==> src/rtl/matrix_loader.sv <==
// matrix_loader: gathers an N x N signed matrix (N=2..5) one element per handshake into a packed row-major bus.
// Optional macro MATRIX_LOADER_CLEAR_EN zeroes the whole bus when a legal start is accepted.
module matrix_loader #(
    parameter int ELEM_W = 8
) (
    input  logic                  clk,
    input  logic                  rst,
    input  logic                  start,
    input  logic [2:0]            size,
    input  logic                  in_valid,
    input  logic [ELEM_W-1:0]     in_data,
    output logic                  in_ready,
    output logic [25*ELEM_W-1:0]  matrix,
    output logic                  matrix_valid,
    output logic                  busy,
    output logic                  err
);

    typedef enum logic [1:0] {IDLE, LOAD, DONE} state_t;

    state_t                state_q, state_d;
    logic [2:0]            n_q, n_d;
    logic [2:0]            row_q, row_d;
    logic [2:0]            col_q, col_d;
    logic [25*ELEM_W-1:0]  matrix_q, matrix_d;
    logic                  err_q, err_d;

    logic                  size_ok;
    logic                  hs;
    logic                  last;
    logic [5:0]            nsq;
    logic [5:0]            kidx;
    logic [5:0]            slot;

    assign size_ok = (size >= 3'd2) && (size <= 3'd5);
    assign hs      = (state_q == LOAD) && in_valid;
    assign nsq     = {3'b000, n_q} * {3'b000, n_q};
    assign kidx    = {3'b000, row_q} * {3'b000, n_q} + {3'b000, col_q};
    // Element k lives MSB-first inside the N*N block, so its slot counts down from the block top.
    assign slot    = nsq - kidx - 6'd1;
    assign last    = (row_q == n_q - 3'd1) && (col_q == n_q - 3'd1);

    always_ff @(posedge clk) begin
        if (!rst) begin
            state_q  <= IDLE;
            n_q      <= 3'd0;
            row_q    <= 3'd0;
            col_q    <= 3'd0;
            matrix_q <= '0;
            err_q    <= 1'b0;
        end else begin
            state_q  <= state_d;
            n_q      <= n_d;
            row_q    <= row_d;
            col_q    <= col_d;
            matrix_q <= matrix_d;
            err_q    <= err_d;
        end
    end

    always_comb begin
        state_d  = state_q;
        n_d      = n_q;
        row_d    = row_q;
        col_d    = col_q;
        matrix_d = matrix_q;
        err_d    = err_q;
        case (state_q)
            IDLE, DONE: begin
                if (start) begin
                    if (size_ok) begin
                        state_d = LOAD;
                        n_d     = size;
                        row_d   = 3'd0;
                        col_d   = 3'd0;
                        err_d   = 1'b0;
`ifdef MATRIX_LOADER_CLEAR_EN
                        matrix_d = '0;
`endif
                    end else begin
                        state_d = IDLE;
                        err_d   = 1'b1;
                    end
                end
            end
            LOAD: begin
                if (hs) begin
                    for (int i = 0; i < 25; i++) begin
                        if (slot == i[5:0]) begin
                            matrix_d[i*ELEM_W +: ELEM_W] = in_data;
                        end
                    end
                    if (last) begin
                        state_d = DONE;
                        row_d   = 3'd0;
                        col_d   = 3'd0;
                    end else if (col_q == n_q - 3'd1) begin
                        col_d = 3'd0;
                        row_d = row_q + 3'd1;
                    end else begin
                        col_d = col_q + 3'd1;
                    end
                end
            end
            default: state_d = IDLE;
        endcase
    end

    assign in_ready     = (state_q == LOAD);
    assign busy         = (state_q == LOAD);
    assign matrix_valid = (state_q == DONE);
    assign matrix       = matrix_q;
    assign err          = err_q;

endmodule
==> config.mk <==
export PLATFORM = sky130hd
export DESIGN_NAME = matrix_loader
export DESIGN_NICKNAME = d
export VERILOG_FILES = /design/src/rtl/matrix_loader.sv
export SDC_FILE = /design/constraint.sdc
export NUM_CORES = 1
export LEC_CHECK = 0
export BUFFER_PORTS_ARGS = -buffer_cell sky130_fd_sc_hd__buf_2
export CAP_MARGIN = 30
export CORE_MARGIN = 4
export CORE_UTILIZATION = 50
export CTS_BUF_LIST = sky130_fd_sc_hd__clkbuf_4
export CTS_CLUSTER_DIAMETER = 100
export DETAILED_ROUTE_END_ITERATION = 10
export GPL_TIMING_DRIVEN = 0
export MAX_ROUTING_LAYER = met4
export PLACE_DENSITY = 0.78
export SYNTH_ARGS = -nofsm -noshare
export SYNTH_HDL_FRONTEND = slang
export SYNTH_SLANG_ARGS = --single-unit
==> constraint.sdc <==
create_clock -name clk -period 4.76 [get_ports clk]
set_input_delay 1.19 -clock clk [delete_from_list [all_inputs] [get_ports clk]]
set_output_delay 1.19 -clock clk [all_outputs]
set_load 0.005 [all_outputs]
==> summary.txt, run 1 <==
Clock network
  – Buffer cell driving the clock tree root: clkbuf_4
  – Clk buf depth: 3
  – TritonCTS clock tree: done
  – CTS Hold Bufs: 0
  – Clock sinks: 212
  – Total CTS buffers: 51
  – Insertion delay to the later sink of the worst-skew pair: 0.67 ns
  – Count of H-tree levels built during CTS: 2
  – Clk slew on worst S/H paths: 0.06 ns

Placed design
  – HPWL after detailed placement: 17000 um
  – Placed cell count: 1282
  – Buffers added on ports: 217
  – Routability Congestion: 0.875

Layout
  – Seq. cell area: between 4000 and 5000 sq um
  – Number of nets in the finished design: 1171
  – Multi-input logic area: 4130 sq um
  – Share of cells above drive strength 1: 30.2%
  – Area growth from synthesis to final layout: 26.2%
  – Final standard cell count with taps included and fillers excluded: roughly 1400
  – # fillers: 1340

Worst hold path
  – Startpoint of the most critical hold path: matrix[153]
  – Worst Hold Path Cells: 2
  – Hold WC Path Type: flop to flop
  – Terminating pin of the worst hold path: matrix[153]

STA
  – Final number of hold-violating endpoints: 0
  – Max_slew headroom: 52.0%
  – Final period util: between 90% and 100%
  – Transition time at the pin with the least slew margin: 0.720 ns
  – Pins over their slew limit: 0
  – Endpoints failing setup: 0
  – Final setup skew: 0.0574 ns
  – Fin Hold WS: roughly 0.45 ns
  – Minimum clock period after layout: ~4.6 ns
  – Fmax: 0.217 GHz

Worst setup path
  – Startpoint of the most critical register-to-register path: n_q[2]
  – Start point of the critical path: n_q[2]
  – Critical Path End Type: flop
  – Reg2reg setup slack: 0.15 ns
  – Critical register-to-register path endpoint: matrix[184]
  – CP max FO: 9
  – Worst Reg2Reg Path Length in Cells: 15
  – Required time at the worst-slack endpoint: 5.25 ns
  – Endpoint arrival time on the critical path: slightly above 5 ns
  – Element type at the critical path start: flop
  – Crit Path Class: flop to flop

Synthesis
  – Syn nets: 886
  – Post-synth design cell area: about 8600 sq um
  – Post-synth EDFFs: 0
  – Post-Syn Area per Cell: 10.2 sq um
  – Yosys cell types: 44
  – Number of instances in the synthesized netlist: 845
  – Post-synthesis sequential element count: 212
  – Sequential fraction of the synthesis area: approximately half
  – Synth Warn #: 0
  – Dominant register cell in the synthesized netlist: dfxtp_1
  – Share of flip-flops with an asynchronous set or reset: 0%

Die
  – Die area: 19400 sq um
  – Total number of placement rows: 47
  – Die Width: 139 um
  – Area inside the core boundary: 16800 sq um
  – IO Pins: 219
  – Die extent in y: 139 um
  – Initial Util: 51.5%

Power
  – Max VDD drop: around 0.22 mV
  – Lkg Pwr: 5.35 nW
  – Cell Pwr Density: 331 nW/um^2

Drt
  – DR WL/cell: 17.4 um
  – Vias per Instance: 5.13
  – Detailed Route WL: about 24000 um
  – Starting DRT DRC Count: 301
  – Iteration count of the initial detailed-routing pass: 5
  – Post-route antenna net violation count: 0
  – Residual DRC: 0
  – Number of vias after detailed routing: 7126

Global route
  – Wire length of the first global-routing pass: 37800 um
  – Total global routing overflow: 0
  – Aggregate global-route resource usage: 24.7%
  – Number of global-route vias before repair: 7064
  – Met2 demand-to-capacity share in global routing: 40.3%
  – Global routing usage on met1: 29.8%
  – Pin count of the biggest net entering global routing: 14
  – Initial antenna violation count: 1
  – Global-route layer with the greatest usage: met2
  – Met3 Use GR: 6.11%

Outcome
  – Status: finished clean

Flow run
  – Max-cap violations: 0
[metrics by stage]
step / TNS, ns / cell area (sq um) / power [mW] / setup slack, ns / utilization [%]
2_1_floorplan: 0 / 8640 / 2.08 / 0.299 / -
4_1_cts: 0 / 10800 / 3.59 / 0.00668 / 64.2
3_5_place_dp: -15.44 / 10000 / 2.16 / -0.206 / 59.6
5_1_grt: -0.227 / 10900 / 3.75 / -0.0442 / 65.0
6_report: 0 / 10900 / 3.60 / 0.149 / 65.0
3_3_place_gp: -11.59 / 10000 / 2.16 / -0.156 / 59.6
[registers in the layout, summed over array words and instances (netlist names)]
name and count:
err 1, state_q 2, n_q 3, row_q 3, matrix 200, col_q 3
[routing by layer]
layer / share of wire, % / wire [um] / vias to the layer above
met5: 0 / 0 / -
met4: 3.0 / 723 / 0
met3: 6.6 / 1590 / 53
met2: 49 / 11800 / 241
met1: 42 / 10100 / 3398
li1: - / - / 3434
[placed cells by master, fill, tap and decap left out, types with 2 or more instances in the layout]
cell	Yosys	final
nand2_1	226	225
buf_2	13	220
dfxtp_1	212	209
mux2i_1	201	201
clkbuf_4	0	79
clkbuf_1	42	41
ha_1	18	18
buf_4	2	17
inv_1	14	14
nor2_1	12	12
clkinv_1	0	12
xnor2_1	10	8
and2_1	7	7
nand4_1	7	7
nor2b_1	6	6
nand3_1	6	6
a21boi_0	6	6
o21ai_0	6	6
fa_1	8	6
buf_12	0	5
buf_6	2	4
nor3_1	4	4
nor4_4	4	4
a21oi_1	3	3
and4_1	3	3
or4_1	4	3
nor3_4	3	3
dfxtp_2	0	3
diode_2	0	2
xnor2_2	0	2
nand3b_1	2	2
xor2_1	3	2
o22ai_1	2	2
nor4b_2	0	2
fa_2	0	2
[what timing repair did]
item / in CTS / in global routing
buffers inserted: 12 / 3
setup endpoints to repair: 136 / 171
pin swaps: 4 / 3
resized for setup: 5 / 28
[final cells by class]
cell class / instances / share of cell area, %
Sequential cell: 212 / 39.0
Multi-Input combinational cell: 560 / 37.9
Timing Repair Buffer: 232 / 11.6
Clock buffer: 76 / 5.24
Buffer: 59 / 2.70
Tap cell: 220 / 2.53
Clock inverter: 14 / 0.540
Inverter: 14 / 0.482
Antenna cell: 2 / 0.0459
[how the worst max path moves through the flow]
stage                        to  slack, ns  depth (start not counted)
floorplan            matrix[56]       0.30                         15
global placement    matrix[139]      -0.16                         14
detailed placement   matrix[72]      -0.21                         14
CTS                 matrix[179]      0.007                         15
global route        matrix[154]      -0.04                         16
finish              matrix[184]       0.15                         15
[logic make-up (layout without fill, tap and decap cells)]
group                      Yosys count  count (layout)  share of synthesized area [%]
adders and majority gates           26              26                           4.46
other                                0               2                              0
and+or+nand+nor                    296             296                           15.9
DFF                                212             212                           49.1
AOI/OAI and AO/OA                   22              22                           1.68
muxes                              201             201                           23.3
buffers and inverters               73             395                           3.62
xor gates and xnor gates            15              15                           1.91
[critical path: stages, from the launching register on]
cell     delay (ns)
dfxtp_1        0.31
buf_6          0.13
and2_1         0.19
fa_1           0.52
inv_1          0.04
ha_1           0.29
fa_1           0.55
inv_1          0.06
fa_2           0.48
fa_2           0.44
a21o_1         0.20
a21oi_4        0.21
xnor2_2        0.13
or4_1          0.58
buf_4          0.22
mux2i_1        0.12
[power breakdown]
group / switching, mW / internal [mW] / leakage (nW)
Combinational: 0.252 / 0.116 / 3.26
Sequential: 0.00804 / 1.78 / 1.71
Clock: 0.715 / 0.730 / 0.377
Total: 0.975 / 2.63 / 5.35
[cell usage after synthesis (all sizes together) (2+ instances only)]
| cell type | number | area [sq um] |
|---|---|---|
| nor3 | 7 | 68.8 |
| and2 | 7 | 43.8 |
| clkbuf | 42 | 158 |
| or4 | 4 | 30.0 |
| nand2 | 226 | 848 |
| fa | 8 | 160 |
| dfxtp | 212 | 4240 |
| o22ai | 2 | 12.5 |
| nor2 | 12 | 45.0 |
| nand3b | 2 | 15.0 |
| xor2 | 3 | 26.3 |
| xnor2 | 11 | 115 |
| ha | 18 | 225 |
| a21boi | 6 | 45.0 |
| mux2i | 201 | 2010 |
| nand3 | 6 | 30.0 |
| nor4b | 3 | 26.3 |
| nand4 | 7 | 43.8 |
| nor2b | 7 | 51.3 |
| o21ai | 6 | 30.0 |
| inv | 14 | 52.6 |
| and4 | 3 | 26.3 |
| a21oi | 4 | 23.8 |
| nor4 | 4 | 85.1 |
| buf | 17 | 103 |
No activity file was read; power rests on OpenSTA's default activity.
==> run 2: changes to the inputs <==
--- a/config.mk
+++ b/config.mk
@@ -7,6 +7,7 @@
 export LEC_CHECK = 0
 export BUFFER_PORTS_ARGS = -buffer_cell sky130_fd_sc_hd__buf_2
 export CAP_MARGIN = 30
+export CORE_ASPECT_RATIO = 0.6
 export CORE_MARGIN = 4
 export CORE_UTILIZATION = 50
 export CTS_BUF_LIST = sky130_fd_sc_hd__clkbuf_4
==> summary.txt, run 2 (synthesized netlist as in run 1, its figures left out) <==
Outcome
  – Status: finished clean

Die
  – Initial Util: 52.1% (+0.57 points)
  – Die extent in y: 110 um (-21%)
  – Die area: 19500 sq um (+0.36%)
  – Area inside the core boundary: 16600 sq um (-1.1%)
  – IO Pins: 219 (unchanged)
  – Die Width: 178 um (+27%)
  – Total number of placement rows: 36 (-23%)

Layout
  – Share of cells above drive strength 1: 30.3% (+0.16 points)
  – Number of flip-flops in the largest register: 200 (unchanged)
  – Most common library cell in the layout ignoring fill and taps: nand2_1
  – Antenna fix cells: 0 (-2)
  – Number of nets in the finished design: 1168 (-0.26%)
  – Area growth from synthesis to final layout: 26.4%
  – Leading cell types in the layout, fill and taps excluded: 225 x nand2_1, 223 x buf_2, 209 x dfxtp_1

STA
  – Final period util: 97.0% (+0.13 points)
  – Setup ws final: 0.143 ns (-0.00640 ns)
  – Transition time at the pin with the least slew margin: 0.747 ns (+0.0266 ns)
  – Setup total negative slack: 0 ns (unchanged)
  – Final setup skew: 0.0383 ns (-0.0191 ns)
  – Endpoints failing setup: 0 (unchanged)
  – Pins over their slew limit: 0 (unchanged)
  – Max_slew headroom: 50.2% (-1.8 points)
  – Fin Hold WS: 0.457 ns (+0.00281 ns)
  – Fmax: 0.217 GHz (-0.14%)
  – Final number of hold-violating endpoints: 0 (unchanged)
  – Minimum clock period after layout: 4.62 ns (+0.00640 ns)

Worst hold path
  – Terminating pin of the worst hold path: matrix[27]
  – Worst Hold Path Cells: 2 (unchanged)
  – Hold WC Path Type: flop to flop
  – Startpoint of the most critical hold path: matrix[27]

Power
  – Sum of internal, switching and leakage power: 3.65 mW (+1.4%)
  – Lkg Pwr: 5.35 nW (about the same)
  – Max VDD drop: 0.217 mV (-2.8%)
  – Cell Pwr Density: 335 nW/um^2 (+1.3%)

Worst setup path
  – Critical Path End Type: flop
  – Sequence of cells on the critical path: buf_6 > and2_1 > fa_1 > inv_1 > ha_1 > fa_1 > inv_1 > fa_2 > fa_2 > a21o_1 > a21oi_4 > xnor2_2 > or4_1 > buf_2 > mux2i_1
  – CP max FO: 9 (unchanged)
  – Reg2reg setup slack: 0.14 ns (about the same)
  – Critical Path Slowest Stage Cell: fa_1
  – Worst Reg2Reg Path Length in Cells: 15 (unchanged)
  – Required time at the worst-slack endpoint: 5.21 ns (-0.04 ns)
  – Crit path max-delay family: adder cells
  – Startpoint of the most critical register-to-register path: n_q[2]
  – Crit Path Class: flop to flop
  – Maximum single-stage delay on the critical path: 0.55 ns (-0.03 ns)
  – Endpoint arrival time on the critical path: 5.07 ns (-0.03 ns)
  – Critical register-to-register path endpoint: matrix[184]
  – Element type at the critical path start: flop
  – Number of buffer and inverter instances along the worst setup path: 4 (unchanged)

Drt
  – Vias per Instance: 5.12 (-0.13%)
  – Number of vias after detailed routing: 7132 (+0.084%)
  – Starting DRT DRC Count: 397 (+32%)
  – Detailed Route WL: 24800 um (+2.6%)
  – Iteration count of the initial detailed-routing pass: 5 (unchanged)
  – Post-route antenna net violation count: 0 (unchanged)
  – DR WL/cell: 17.8 um (+2.3%)
  – Residual DRC: 0 (unchanged)

Clock network
  – Count of H-tree levels built during CTS: 2 (unchanged)
  – Clk slew on worst S/H paths: 0.07 ns (about the same)
  – Insertion delay to the later sink of the worst-skew pair: 0.63 ns (-0.04 ns)
  – Clock sinks: 212 (unchanged)
  – CTS Hold Bufs: 0 (unchanged)
  – Total CTS buffers: 48 (-5.9%)
  – Buffer cell driving the clock tree root: clkbuf_4
  – TritonCTS clock tree: done
  – Clk buf depth: 3 (unchanged)

Global route
  – Aggregate global-route resource usage: 26.1% (+1.4 points)
  – Global-route layer with the greatest usage: met2
  – Met2 demand-to-capacity share in global routing: 38.6% (-1.6 points)
  – Initial antenna violation count: 0 (-1)
  – Total global routing overflow: 0 (unchanged)
  – Number of global-route vias before repair: 7211 (+2.1%)
  – Global routing usage on met1: 35.2% (+5.4 points)
  – Wire length of the first global-routing pass: 39100 um (+3.5%)
  – Pin count of the biggest net entering global routing: 13 (-1)
  – Met3 Use GR: 7.87% (+1.8 points)

Flow run
  – Max-cap violations: 0 (unchanged)

Placed design
  – HPWL after detailed placement: 17800 um (+4.9%)
  – Buffers added on ports: 217 (unchanged)
  – Routability Congestion: 0.908 (+3.7%)
  – Dpl ws: -0.217 ns (-0.0116 ns)
==> run 2: worst max-delay path by stage <==
stage / from / to / slack [ns] / cells after the start
2_1_floorplan: n_q[2] / matrix[56] / 0.30 / 15
3_3_place_gp: n_q[0] / matrix[141] / -0.15 / 14
3_5_place_dp: n_q[1] / matrix[148] / -0.22 / 14
4_1_cts: row_q[1] / matrix[85] / 0.008 / 14
5_1_grt: n_q[2] / matrix[121] / -0.03 / 16
6_report: n_q[2] / matrix[184] / 0.14 / 15
==> run 2: repair_timing <==
| action | in CTS | in global routing |
|---|---|---|
| resized for setup | 9 | 15 |
| setup buffers | 14 | 1 |
| pin swaps | 5 | 2 |
| setup endpoints to repair | 172 | 192 |
==> run 2: through the flow <==
step | std cells | utilization, % | area (sq um)
floorplan | 845 | - | 8640
global placement | 1290 | 60.4 | 10000
detailed placement | 1290 | 60.4 | 10000
CTS | 1391 | 65.4 | 10800
global route | 1392 | 65.9 | 10900
finish | 1392 | 65.9 | 10900
==> run 2: area by class of cell <==
class / instances / area (sq um)
repair buffers: 232 / 1270
inverters: 14 / 52.6
clock inverters: 11 / 67.6
plain buffers: 59 / 279
multi-input cells: 560 / 4140
well taps: 228 / 285
flip-flops and latches: 212 / 4250
clock buffers: 76 / 571
fillers: 1386 / 5660
==> run 2: report_power, final <==
| group | internal [mW] | switching, mW | total, mW |
|---|---|---|---|
| combinational | 0.117 | 0.258 | 0.375 |
| clock | 0.778 | 0.713 | 1.49 |
| sequential | 1.78 | 0.00816 | 1.79 |
==> run 2: per-layer routing <==
metal	share of wire (%)	routed length (um)
met5	0	0
met4	1.8	459
met3	7.9	1960
met2	44	10800
met1	47	11600
==> run 2: worst register-to-register path, cell delays in order, from the launching register on <==
cell and delay (ns):
dfxtp_1 0.31, buf_6 0.13, and2_1 0.18, fa_1 0.51, inv_1 0.04, ha_1 0.29, fa_1 0.55, inv_1 0.06
fa_2 0.48, fa_2 0.44, a21o_1 0.20, a21oi_4 0.21, xnor2_2 0.13, or4_1 0.55, buf_2 0.23, mux2i_1 0.16
==> run 3: changes to the inputs <==
--- a/config.mk
+++ b/config.mk
@@ -14,7 +14,6 @@
 export CTS_CLUSTER_DIAMETER = 100
 export DETAILED_ROUTE_END_ITERATION = 10
 export GPL_TIMING_DRIVEN = 0
-export MAX_ROUTING_LAYER = met4
 export PLACE_DENSITY = 0.78
 export SYNTH_ARGS = -nofsm -noshare
 export SYNTH_HDL_FRONTEND = slang
==> constraint.sdc (replaced) <==
create_clock -name clk -period 4.76 [get_ports clk]
set_input_delay 1.19 -clock clk [delete_from_list [all_inputs] [get_ports clk]]
set_output_delay 1.19 -clock clk [all_outputs]
set_load 0.02 [all_outputs]
==> summary.txt, run 3 (synthesized netlist as in run 1, its figures left out) <==
Global route
  – Number of global-route vias before repair: 7208 (-0.042%)
  – Wire length of the first global-routing pass: 39100 um (about the same)
  – Pin count of the biggest net entering global routing: 13 (unchanged)
  – Initial antenna violation count: 0 (unchanged)
  – Aggregate global-route resource usage: 25.4% (-0.75 points)
  – Total global routing overflow: 0 (unchanged)

Clock network
  – Buffer cell driving the clock tree root: clkbuf_4
  – CTS Hold Bufs: 0 (unchanged)
  – Count of H-tree levels built during CTS: 2 (unchanged)
  – Total CTS buffers: 48 (unchanged)
  – TritonCTS clock tree: done
  – Clk buf depth: 3 (unchanged)
  – Clk slew on worst S/H paths: 0.07 ns (about the same)
  – Clock sinks: 212 (unchanged)
  – Insertion delay to the later sink of the worst-skew pair: 0.62 ns (about the same)

STA
  – Setup total negative slack: 0 ns (unchanged)
  – Max_slew headroom: 49.4% (-0.78 points)
  – Pins over their slew limit: 0 (unchanged)
  – Final number of hold-violating endpoints: 0 (unchanged)
  – Fin Hold WS: 0.457 ns (-0.000349 ns)
  – Final period util: 97.0% (about the same)
  – Transition time at the pin with the least slew margin: 0.759 ns (+0.0117 ns)
  – Final setup skew: 0.0362 ns (-0.00212 ns)
  – Minimum clock period after layout: 4.62 ns (+0.00145 ns)
  – Fmax: 0.217 GHz (about the same)
  – Endpoints failing setup: 0 (unchanged)

Die
  – Initial Util: 52.1% (unchanged)
  – Area inside the core boundary: 16600 sq um (unchanged)
  – Die Width: 178 um (unchanged)
  – IO Pins: 219 (unchanged)
  – Die area: 19500 sq um (unchanged)
  – Die extent in y: 110 um (unchanged)
  – Total number of placement rows: 36 (unchanged)

Worst setup path
  – Element type at the critical path start: flop
  – Crit Path Class: flop to flop
  – Required time at the worst-slack endpoint: 5.21 ns (about the same)
  – Critical Path End Type: flop
  – CP max FO: 9 (unchanged)
  – Endpoint arrival time on the critical path: 5.07 ns (about the same)

Drt
  – Number of vias after detailed routing: 7133 (+0.014%)
  – DR WL/cell: 17.8 um (about the same)
  – Post-route antenna net violation count: 0 (unchanged)
  – Vias per Instance: 5.12 (about the same)
  – Iteration count of the initial detailed-routing pass: 5 (unchanged)
  – Detailed Route WL: 24800 um (about the same)
  – Starting DRT DRC Count: 414 (+4.3%)
  – Residual DRC: 0 (unchanged)

Placed design
  – HPWL after detailed placement: 17800 um (unchanged)
  – Routability Congestion: 0.893 (-1.7%)
  – Buffers added on ports: 217 (unchanged)
  – Post-placement cell area: 10000 sq um (unchanged)

Layout
  – Post-Layout Inst Area: 10900 sq um (unchanged)
  – Antenna fix cells: 0 (unchanged)
  – Number of flip-flops in the largest register: 200 (unchanged)
  – Leading cell types in the layout, fill and taps excluded: 225 x nand2_1, 223 x buf_2, 209 x dfxtp_1
  – Final Core Density: 65.9% (unchanged)
  – Most common library cell in the layout ignoring fill and taps: nand2_1
  – Share of cells above drive strength 1: 30.3% (unchanged)
  – Number of nets in the finished design: 1168 (unchanged)
  – # fillers: 1386 (unchanged)
  – Area growth from synthesis to final layout: 26.4% (unchanged)

Flow run
  – Max-cap violations: 0 (unchanged)

Outcome
  – Status: finished clean

Power
  – Max VDD drop: 0.217 mV (+0.39%)
  – Lkg Pwr: 5.35 nW (unchanged)
  – Cell Pwr Density: 335 nW/um^2 (+0.16%)

Worst hold path
  – Hold WC Path Type: flop to flop
## run 3: cell counts in the layout (fill, tap and decap cells not counted)
Identical to the previous run, type by type.
## run 3: repair_timing
| item | CTS | global route |
|---|---|---|
| buffers inserted | 14 | 1 |
| pin swaps | 5 | 2 |
| setup endpoints to repair | 172 | 192 |
| gates resized for setup | 9 | 15 |
## run 3: final cells by class
type | instances | area (sq um) | area share, %
tap | 228 | 285 | 2.61
multi-input combinational | 560 | 4140 | 37.9
inverter | 14 | 52.6 | 0.481
clock inverter | 11 | 67.6 | 0.619
timing repair buffer | 232 | 1270 | 11.7
sequential | 212 | 4250 | 38.9
clock buffer | 76 | 571 | 5.23
buffer | 59 | 279 | 2.56
## run 3: power breakdown
part / internal [mW] / switching (mW) / total (mW)
clock: 0.778 / 0.711 / 1.49
combinational: 0.117 / 0.266 / 0.383
sequential: 1.78 / 0.00817 / 1.79
total: 2.68 / 0.985 / 3.66
## run 3: final timing paths
path / from / endpoint / slack (ns) / depth (start not counted)
worst max register to register: n_q[2] / matrix[184] / 0.14 / 15
worst min register to register: matrix[43] / matrix[43] / 0.46 / 2
worst max-delay path: n_q[2] / matrix[184] / 0.14 / 15
worst min-delay path: matrix[43] / matrix[43] / 0.46 / 2
## run 3: worst max-delay path, stage by stage, from the launching register on
cell	delay, ns
dfxtp_1	0.31
buf_6	0.13
and2_1	0.18
fa_1	0.51
inv_1	0.04
ha_1	0.29
fa_1	0.55
inv_1	0.06
fa_2	0.48
fa_2	0.44
a21o_1	0.20
a21oi_4	0.21
xnor2_2	0.13
or4_1	0.55
buf_2	0.23
mux2i_1	0.15
## run 3: per-stage QoR
step / setup slack [ns] / instances / total power, mW
final: 0.141 / 1392 / 3.66
after global routing: -0.0330 / 1392 / 3.82
after CTS: 0.00787 / 1391 / 3.66
after detailed placement: -0.217 / 1290 / 2.17
after global placement: -0.146 / 1290 / 2.17
after floorplan: 0.299 / 845 / 2.09
## run 3: per-layer routing
metal | global-route usage, % | share of wire [%]
met1 | 34.6 | 46
met5 | 0 | 0
met4 | 6.89 | 1.8
met3 | 8.80 | 8.9
met2 | 38.6 | 44
